==> src/rtl/branch_scheduler_pkg.sv <==
// Shared types for the branch reservation station: datapath width, branch op
// encodings and the packed reservation-entry record.
package branch_scheduler_pkg;

    localparam int XLEN     = 32;
    localparam int BR_TAG_W = 5;

    typedef enum logic [3:0] {
        FN_ADD  = 4'd0,
        FN_BEQ  = 4'd1,
        FN_BNE  = 4'd2,
        FN_BLT  = 4'd3,
        FN_BGE  = 4'd4,
        FN_BLTU = 4'd5,
        FN_BGEU = 4'd6,
        FN_JAL  = 4'd7,
        FN_JALR = 4'd8
    } ALU_FUNC;

    typedef struct packed {
        logic                valid;
        ALU_FUNC             func;
        logic [XLEN-1:0]     pc;
        logic [XLEN-1:0]     imm;
        logic [XLEN-1:0]     rs1_val;
        logic [BR_TAG_W-1:0] rs1_tag;
        logic [XLEN-1:0]     rs2_val;
        logic [BR_TAG_W-1:0] rs2_tag;
        logic                pred_taken;
        logic [XLEN-1:0]     pred_target;
        logic [BR_TAG_W-1:0] rob_tag;
    } BR_ENTRY;

    function automatic logic [XLEN-1:0] link_addr(input logic [XLEN-1:0] pc);
        return pc + XLEN'(4);
    endfunction

endpackage

==> src/rtl/branch_unit.sv <==
// Combinational branch evaluator: direction condition and taken target.
// JALR target is rs1+imm without clearing bit 0.
module branch_unit
    import branch_scheduler_pkg::*;
(
    input  ALU_FUNC         func,
    input  logic [XLEN-1:0] pc,
    input  logic [XLEN-1:0] imm,
    input  logic [XLEN-1:0] rs1,
    input  logic [XLEN-1:0] rs2,
    output logic            cond,
    output logic [XLEN-1:0] target
);

    always_comb begin
        cond   = 1'b0;
        target = pc + imm;
        case (func)
            FN_BEQ:  cond = (rs1 == rs2);
            FN_BNE:  cond = (rs1 != rs2);
            FN_BLT:  cond = ($signed(rs1) < $signed(rs2));
            FN_BGE:  cond = ($signed(rs1) >= $signed(rs2));
            FN_BLTU: cond = (rs1 < rs2);
            FN_BGEU: cond = (rs1 >= rs2);
            FN_JAL:  cond = 1'b1;
            FN_JALR: begin
                cond   = 1'b1;
                target = rs1 + imm;
            end
            default: cond = 1'b0;
        endcase
    end

endmodule

==> src/rtl/branch_scheduler.sv <==
// Branch reservation station: collapsing age-ordered queue with CDB wakeup,
// oldest-ready issue into branch_unit, and a registered valid/ready result.
module branch_scheduler
    import branch_scheduler_pkg::*;
#(
    parameter int DEPTH = 4,
    parameter int TAG_W = BR_TAG_W
) (
    input  logic             clock,
    input  logic             reset_n,
    input  logic             flush,
    input  logic             in_valid,
    output logic             in_ready,
    input  ALU_FUNC          in_func,
    input  logic [XLEN-1:0]  in_pc,
    input  logic [XLEN-1:0]  in_imm,
    input  logic [XLEN-1:0]  in_rs1_val,
    input  logic [XLEN-1:0]  in_rs2_val,
    input  logic [TAG_W-1:0] in_rs1_tag,
    input  logic [TAG_W-1:0] in_rs2_tag,
    input  logic             in_pred_taken,
    input  logic [XLEN-1:0]  in_pred_target,
    input  logic [TAG_W-1:0] in_rob_tag,
    input  logic             cdb_valid,
    input  logic [TAG_W-1:0] cdb_tag,
    input  logic [XLEN-1:0]  cdb_value,
    output logic             res_valid,
    input  logic             res_ready,
    output logic [TAG_W-1:0] res_rob_tag,
    output logic             res_taken,
    output logic [XLEN-1:0]  res_next_pc,
    output logic [XLEN-1:0]  res_link,
    output logic             res_mispredict
);

    localparam int IDX_W = (DEPTH > 1) ? $clog2(DEPTH) : 1;
    localparam int CNT_W = $clog2(DEPTH + 1);

    BR_ENTRY          q      [DEPTH];
    BR_ENTRY          q_nxt  [DEPTH];
    BR_ENTRY          woken  [DEPTH+1];
    BR_ENTRY          new_entry;
    logic [CNT_W-1:0] count;
    logic [CNT_W-1:0] count_nxt;
    logic [CNT_W-1:0] alloc_pos;
    logic [IDX_W-1:0] sel;
    logic [DEPTH-1:0] at_or_above;
    logic             any_ready;
    logic             issue;
    logic             alloc;
    logic             bu_cond;
    logic [XLEN-1:0]  bu_target;
    logic [XLEN-1:0]  bu_link;
    logic [XLEN-1:0]  bu_next_pc;

    function automatic BR_ENTRY wake(input BR_ENTRY e, input logic cv,
                                     input logic [TAG_W-1:0] ct, input logic [XLEN-1:0] cval);
        BR_ENTRY w;
        w = e;
        if (cv && e.rs1_tag != '0 && e.rs1_tag == ct) begin
            w.rs1_val = cval;
            w.rs1_tag = '0;
        end
        if (cv && e.rs2_tag != '0 && e.rs2_tag == ct) begin
            w.rs2_val = cval;
            w.rs2_tag = '0;
        end
        return w;
    endfunction

    // Conservative: a full queue refuses dispatch even when an issue frees a slot.
    assign in_ready = (count < CNT_W'(DEPTH));
    assign alloc    = in_valid & in_ready;

    always_comb begin
        any_ready   = 1'b0;
        sel         = '0;
        at_or_above = '0;
        for (int i = 0; i < DEPTH; i++) begin
            if (!any_ready && q[i].valid && q[i].rs1_tag == '0 && q[i].rs2_tag == '0) begin
                any_ready = 1'b1;
                sel       = IDX_W'(i);
            end
            at_or_above[i] = any_ready;
        end
    end

    assign issue = any_ready & (~res_valid | res_ready);

    always_comb begin
        new_entry = '{valid:       1'b1,
                      func:        in_func,
                      pc:          in_pc,
                      imm:         in_imm,
                      rs1_val:     in_rs1_val,
                      rs1_tag:     in_rs1_tag,
                      rs2_val:     in_rs2_val,
                      rs2_tag:     in_rs2_tag,
                      pred_taken:  in_pred_taken,
                      pred_target: in_pred_target,
                      rob_tag:     in_rob_tag};
        new_entry = wake(new_entry, cdb_valid, cdb_tag, cdb_value);
    end

    // Wakeup first, then collapse over the issued slot, then drop the new op
    // at the first free slot left after the collapse.
    always_comb begin
        for (int i = 0; i < DEPTH; i++) begin
            woken[i] = wake(q[i], cdb_valid, cdb_tag, cdb_value);
        end
        woken[DEPTH] = '0;
        alloc_pos    = issue ? count - CNT_W'(1) : count;
        for (int i = 0; i < DEPTH; i++) begin
            q_nxt[i] = (issue && at_or_above[i]) ? woken[i+1] : woken[i];
            if (alloc && alloc_pos == CNT_W'(i)) begin
                q_nxt[i] = new_entry;
            end
        end
        count_nxt = count + CNT_W'(alloc) - CNT_W'(issue);
    end

    branch_unit u_branch_unit (
        .func   (q[sel].func),
        .pc     (q[sel].pc),
        .imm    (q[sel].imm),
        .rs1    (q[sel].rs1_val),
        .rs2    (q[sel].rs2_val),
        .cond   (bu_cond),
        .target (bu_target)
    );

    assign bu_link    = link_addr(q[sel].pc);
    assign bu_next_pc = bu_cond ? bu_target : bu_link;

    always_ff @(posedge clock or negedge reset_n) begin
        if (!reset_n) begin
            count <= '0;
            for (int i = 0; i < DEPTH; i++) q[i] <= '0;
        end else if (flush) begin
            count <= '0;
            for (int i = 0; i < DEPTH; i++) q[i] <= '0;
        end else begin
            count <= count_nxt;
            for (int i = 0; i < DEPTH; i++) q[i] <= q_nxt[i];
        end
    end

    always_ff @(posedge clock or negedge reset_n) begin
        if (!reset_n) begin
            res_valid      <= 1'b0;
            res_rob_tag    <= '0;
            res_taken      <= 1'b0;
            res_next_pc    <= '0;
            res_link       <= '0;
            res_mispredict <= 1'b0;
        end else if (flush) begin
            res_valid <= 1'b0;
        end else if (issue) begin
            res_valid      <= 1'b1;
            res_rob_tag    <= q[sel].rob_tag;
            res_taken      <= bu_cond;
            res_next_pc    <= bu_next_pc;
            res_link       <= bu_link;
            res_mispredict <= (bu_cond != q[sel].pred_taken) |
                              (bu_cond & (bu_target != q[sel].pred_target));
        end else if (res_ready) begin
            res_valid <= 1'b0;
        end
    end

endmodule
==> config.mk <==
export PLATFORM = sky130hd
export DESIGN_NAME = branch_scheduler
export DESIGN_NICKNAME = d
export VERILOG_FILES = /design/src/rtl/branch_scheduler_pkg.sv /design/src/rtl/branch_unit.sv /design/src/rtl/branch_scheduler.sv
export SDC_FILE = /design/constraint.sdc
export NUM_CORES = 2
export LEC_CHECK = 0
export ABC_AREA = 1
export ABC_CLOCK_PERIOD_IN_PS = 6800
export BUFFER_PORTS_ARGS = -buffer_cell sky130_fd_sc_hd__buf_2
export CAP_MARGIN = 10
export CELL_PAD_IN_SITES_DETAIL_PLACEMENT = 0
export CELL_PAD_IN_SITES_GLOBAL_PLACEMENT = 1
export CORE_MARGIN = 2
export CORE_UTILIZATION = 45
export CTS_BUF_LIST = sky130_fd_sc_hd__clkbuf_16
export DETAILED_ROUTE_END_ITERATION = 8
export PLACE_DENSITY = 0.8
export SETUP_SLACK_MARGIN = 0.3
export SLEW_MARGIN = 20
export SYNTH_ARGS = -nofsm -noshare
export SYNTH_HDL_FRONTEND = slang
export SYNTH_HIERARCHICAL = 1
export SYNTH_SLANG_ARGS = --single-unit
export TNS_END_PERCENT = 100
==> constraint.sdc <==
create_clock -name clock -period 6.8 [get_ports clock]
set_clock_uncertainty 0.05 [all_clocks]
set_input_delay 0 -clock clock [delete_from_list [all_inputs] [get_ports clock]]
set_output_delay 0 -clock clock [all_outputs]
set_load 0.005 [all_outputs]
-- After elaboration in Yosys (flattened, before gate mapping)
Index checks and enable logic that the tools add are counted.
- register bits: 799
- add/subtract/negate cells: 6
- $lt $le $gt $ge: 6
- equal/unequal tests: 25
- muxes and demuxes: 37
- bitwise operators: 8
- reduce and logical (&&, ||, !) cells: 70
- operator list (kind ; number):
    $mux 181 ; 8
    $mux 724 ; 1
    $mux 37 ; 10
    $bmux 181 s2 ; 1
    $mux 180 ; 2
    $add 32x32->32 ; 2
    $ge 32x32->1 ; 2
    $lt 32x32->1 ; 2
    $mux 32 ; 2
    $ne 32x32->1 ; 2
    $eq 5x5->1 ; 10
    $reduce_bool 5->1 ; 10
    $logic_not 5->1 ; 8
    $logic_and 1x1->1 ; 39
    $add 32x3->32 const B ; 1
    $eq 32x32->1 ; 1
    $eq 4x3->1 const B ; 4
    $reduce_bool 3->1 ; 5
    $eq 4x2->1 const B ; 2
    $mux 1 ; 8
    $reduce_bool 4->1 ; 2
    $pmux 1 s7 ; 1
    $eq 3x2->1 const B ; 2
    $mux 3 ; 2
    18 further kinds ; 25

-- Longest topological paths before layout
- depth in word-level cells: 28
- mapped depth: 44
- depth with buffers taken out: 42

-- Cells and area by module
The synthesis kept the hierarchy.
- by module, submodules not included (module ; instances ; cells each ; area an instance (um^2)):
    branch_scheduler ; 1 ; 6707 ; 47398.0
    branch_unit ; 1 ; 593 ; 3246.9

-- Worst setup path after synthesis
OpenSTA, ideal clock, no wires.
- path kind: reg-to-reg
- start point: register q[620] (netlist name)
- end point: register res_mispredict
- data arrival time: 4.975 ns
- required time: 6.634 ns
- slack: 1.658 ns
- stages on the path, launching flop included: 42
- path buffers: 2
- period minus slack after synthesis: 5.142 ns
- cell sequence: dfrtp_1 > nor2_1 > nand4_1 > nor3_1 > a31oi_1 > nand3_1 > o21ai_0 > inv_1 > nand4_1 > nand2_1 > clkbuf_1 > clkbuf_1 > o21ai_0 > a21oi_1 > inv_1 > nor2_1 > inv_1 > nor3_2 > [6 not listed] > nand2_1 > nand3_1 > nand2_1 > nand2_1 > nand4_1 > nand3_1 > nand2_1 > xor2_1 > nand3b_1 > nand2_1 > inv_1 > nand2_1 > nor2_1 > nand2_1 > nor2_1 > nand3_1 > nand2_1 > nand2_1
- cells in the longest elaborated chain, start to end: 28
- RTL lines (what ; RTL line ; text):
    $logic_not 5->1 (*) ; branch_scheduler.sv:80 ; if (!any_ready && q[i].valid && q[i].rs1_tag == '0 && q[i].rs2_tag == '0) begin
    $logic_and 1x1->1 (*) (2 in series) ; branch_scheduler.sv:80 ;
    $mux 1 (*) ; branch_scheduler.sv:80 ;
    $logic_not 1->1 ; branch_scheduler.sv:80 ;
    $logic_and 1x1->1 (3 in series) ; branch_scheduler.sv:80 ;
    $mux 1 ; branch_scheduler.sv:80 ;
    $logic_not 1->1 ; branch_scheduler.sv:80 ;
    $logic_and 1x1->1 (3 in series) ; branch_scheduler.sv:80 ;
    [7 not listed] ; n/a ;
    $bmux 181 s2 (*) ; n/a ;
    $mux 180 (implied by the code) (*) (2 in series) ; branch_scheduler.sv:165 ; (bu_cond & (bu_target != q[sel].pred_target));
    $add 32x32->32 (tied with other cells) ; branch_unit.sv:17 ; target = pc + imm;
    $mux 32 (*) ; branch_unit.sv:18 ; case (func)
    named net bu_target[30] ; branch_scheduler.sv:52 ; logic [XLEN-1:0] bu_target;
    $ne 32x32->1 (*) ; branch_scheduler.sv:165 ;
    $and 1x1->1 (*) ; branch_scheduler.sv:165 ;
    $or 1x1->1 (*) ; branch_scheduler.sv:164 ; res_mispredict <= (bu_cond != q[sel].pred_taken) |
    end signal: assignment ; branch_scheduler.sv:164 ;
    end: declaration ; branch_scheduler.sv:33 ; output logic res_mispredict
Mark *: on every way through the listed nets, which the timed path passes. The rest lies on a longest branch. The select of a mux whose other input is x is not followed.
A chain may end at the register's enable or synchronous reset.

-- Worst setup path in the final report
- start point: register q[620] (netlist name)
- end point: register res_next_pc[29]
- cells in the longest elaborated chain, start to end: 27
- RTL lines (what ; RTL line ; text):
    $logic_not 5->1 (*) ; branch_scheduler.sv:80 ;
    $logic_and 1x1->1 (*) (2 in series) ; branch_scheduler.sv:80 ;
    $mux 1 (*) ; branch_scheduler.sv:80 ;
    $logic_not 1->1 ; branch_scheduler.sv:80 ;
    $logic_and 1x1->1 (3 in series) ; branch_scheduler.sv:80 ;
    $mux 1 ; branch_scheduler.sv:80 ;
    $logic_not 1->1 ; branch_scheduler.sv:80 ;
    $logic_and 1x1->1 (3 in series) ; branch_scheduler.sv:80 ;
    [5 not listed] ; n/a ;
    $mux 2 (*) ; branch_scheduler.sv:80 ;
    $not 2->3 (implied by the code) (*) ; branch_scheduler.sv:123, branch_scheduler.sv:126, branch_scheduler.sv:127 ;
    $bmux 181 s2 (*) ; branch_scheduler.sv:123, branch_scheduler.sv:126, branch_scheduler.sv:127 ;
    $mux 180 (*) (2 in series) ; n/a ;
    branches (longest 2 deep; another with $ge 32x32->1) ; n/a ;
    $pmux 1 s7 (*) ; branch_unit.sv:18 ;
    named net bu_cond ; branch_scheduler.sv:51 ; logic bu_cond;
    $mux 32 (*) ; branch_scheduler.sv:133 ; assign bu_next_pc = bu_cond ? bu_target : bu_link;
    end signal: assignment ; branch_scheduler.sv:162 ; res_next_pc <= bu_next_pc;
    end: declaration ; branch_scheduler.sv:31 ; output logic [XLEN-1:0] res_next_pc,
Mark *: on every way through the listed nets, which the timed path passes. The select of a mux whose other input is x is not followed.

==> results_dict.tcl <==
set metrics [dict create \
    finalHoldWorstSlack_ns 0.0455 \
    cts_made_buffers 97 \
    status "finished, final reports clean" \
    globalRouteTotalUtil 0.359 \
    slew-limit-headroom 0.178 \
    synthDistinctLibCells 61 \
    timing.critical_path.slowest_stage_cell "sky130_fd_sc_hd__nor3_1" \
    cts_num_sinks 799 \
    number_of_port_buffers 295 \
    synthesized_netlist_cell_count 7300 \
    grt_pass1_vias 50200 \
    layout.core_utilization 0.525 \
    critPathCaptureType "register" \
    netlist.area_leader.share 0.395 \
    routed-via-count 53600 \
    timing.final.setup_violations 0 \
    cts_root_buffer_type "sky130_fd_sc_hd__clkbuf_16" \
    max_cap_violations 0 \
    finalCritPeriodShare 0.885 \
    timing.final.max_slew_violations 0 \
    synth_nets 7592 \
    pwr-share-clk 0.176 \
    detailedPlacementHpwl_mm 131 \
    floorplan.die.width_um 339 \
    p_switching_w 0.0153 \
    row_count 123 \
    grt_start_max_net_pins 207 \
    final_hold_vios 0 \
    synth_area_sq_um 50600 \
    globalplace.congestion 0.960 \
    worst-slew-pin-transition_ns 1.23 \
    critPathKind "register to register" \
    htree_num_levels 3 \
    clk_pin_slew_ns 0.06 \
    critical_path.max_stage_delay_ns 0.48 \
    syn-mean-instance-area_sq_um 6.94 \
    totalNegativeSetupSlack_ns 0 \
    combPwrFrac 0.580 \
    ys_warn_count 6 \
    worst_min_path_class "primary input to register" \
    area_growth_syn_to_layout_pct 16.1 \
    clock_insertion_delay_worst_skew_ns 0.71 \
    final_antenna_net_count 0 \
    fin_crit_period_ns 6.02 \
    grt_setup_unrepaired "no" \
    ioPinCount 296 \
    critical_path_required_ns 7.32 \
    net_total_in_the_final_layout 7803 \
    routed_wirelength_mm 213 \
    die_area_sq_um 115000 \
    worst_setup_sp_type "register" \
    drive_above_1_share 0.0813 \
    vias_per_cell 5.89 \
    core_region_area_sq_um 112000 \
    tritoncts "done" \
    gr-total-overflow 0 \
    ys_seq_area_frac 0.395 \
    clock.fmax_ghz 0.166 \
    data_arrival_time_of_the_critical_path_ns 6.54 \
    n_fill_cell 11200 \
    initial_utilization 0.452 \
    ff2ff_setup_slack_ns 0.78 \
    clockBufferDepth 3 \
    drt_iter0_markers 6039 \
    detailedRoute.firstPassIterationCount 6 \
    total_leakage_power_nw 28.1 \
    timing.critical_path.fanout_max 36 \
    synth_top_area_cells "sky130_fd_sc_hd__dfrtp_1 39%, sky130_fd_sc_hd__nand2_1 13%, sky130_fd_sc_hd__o21ai_0 11%" \
    synth-seq-cells 799 \
    post_drt_wl_per_cell_um 23.4 \
    seqPwrFrac 0.244 \
    grt_antenna_before_repair 22 \
    internal-power_w 0.0141 \
    power.ir.vdd_worst_v 0.000467 \
    grt_pass1_wl_mm 319 \
    route.detailed.drc 0 \
    power_density_nw_per_um2 499 \
    swShare 0.520 \
    chipHeight_um 339 \
    post-synth-top-area-cell "sky130_fd_sc_hd__dfrtp_1" \
]
## path summary, 6_finish.rpt
| kind | endpoint | cells after the start | start |
|---|---|---|---|
| max | res_next_pc[29] | 29 | q[620] |
| min | q[48] | 5 | in_rs2_val[5] |
| max reg2reg | res_next_pc[29] | 29 | q[620] |
| min reg2reg | res_link[12] | 2 | res_link[12] |
| max in group asynchronous | q[237] | 5 | reset_n |
| min in group asynchronous | q[334] | 4 | reset_n |
## repair_timing
action / 4_1_cts / 5_1_grt
setup endpoints to repair: 0 / 1
setup buffers: 0 / 3
hold endpoints to repair: 830 / 0
gates resized for setup: 0 / 5
hold buffers: 257 / 0
## Yosys cell counts (all sizes together)
cell     count
o21bai       9
a31o         4
a22oi       23
o21ai     1268
a2111oi      4
nand2     1710
a211oi      22
o221ai       5
ha          67
o211ai      81
or2          5
a21boi      23
nand3      269
dfrtp      799
clkinv       1
o31ai       33
xnor2       22
nand3b      11
and3         1
o2111ai      6
clkbuf     376
nor2       270
nor3        18
a21o         8
nand4       18
nor4b        1
fa           2
nor4         7
o21a         3
o22a         1
xor2        44
o22ai      391
inv        996
a21oi      548
buf        163
a31oi       87
a221oi       2
mux2i        2
## state kept, by name, summed over array words and instances (netlist names)
register        cells
count               3
res_rob_tag         5
res_link           32
res_mispredict      1
res_taken           1
q                 724
res_next_pc        32
res_valid           1
## layout by cell type, fill, tap and decap left out, drive strengths merged, types with 98 or more instances in the layout
master and instances:
buf 395, dfrtp 799, inv 1019, clkbuf 98, nand2 1710, nand3 269, o22ai 391, a21oi 548
nor2 270, o21ai 1268, dlygate4sd3 256
## critical path, delay by kind of cell (launching register included)
family                   cells  cell delay (ns)
flip-flops                   1             0.40
adder cells (fa/ha/maj)      1             0.21
AO/OA/AOI/OAI                5             0.69
AND/OR/NAND/NOR             16             2.95
buffers and inverters        7             1.53
## cell families after synthesis
logic type / share of synthesized area
adders and majority gates: 0.0173
buffers and inverters: 0.119
and+or+nand+nor: 0.184
muxes: 0.000395
DFF: 0.395
AOI/OAI and AO/OA: 0.273
xor gates and xnor gates: 0.0114
## final cells by class
cell class                      instances  area (sq um)  share of cell area
Antenna cell                           13          32.5            0.000553
Clock buffer                           98          2450              0.0417
Clock inverter                         80           637              0.0108
Inverter                              997          3760              0.0640
Multi-Input combinational cell       4965         24900               0.424
Sequential cell                       799         20000               0.340
Tap cell                             1500          1880              0.0319
Timing Repair Buffer                  651          5120              0.0871
## power groups by stage
stage	logic, W	clock network, W	registers, W
CTS	0.0166	0.00521	0.00711
global route	0.0185	0.00541	0.00730
finish	0.0170	0.00516	0.00715
global placement	0.0162	0	0.00716
floorplan	0.0105	0	0.00698
detailed placement	0.0164	0	0.00719
## metrics by stage
step	area [sq um]	power, W	setup slack, ns	std cells
after floorplan	50600	0.0175	1.66	7300
after global placement	53000	0.0234	0.632	8652
after detailed placement	53000	0.0236	0.648	8652
after CTS	58700	0.0289	0.632	9087
after global routing	58800	0.0312	0.328	9095
final	58800	0.0293	0.780	9103
## metal layers
| layer | wire length (um) | up-vias | share of wire | track usage |
|---|---|---|---|---|
| met3 | 18600 | 491 | 0.087 | 0.0618 |
| met5 | 125 | - | 0.00059 | 0 |
| met4 | 10500 | 16 | 0.049 | 0.161 |
| met2 | 97100 | 2604 | 0.46 | 0.576 |
| met1 | 86500 | 25800 | 0.41 | 0.476 |
| li1 | - | 24700 | - | - |
Note: power is estimated with default switching activity, not from simulation.
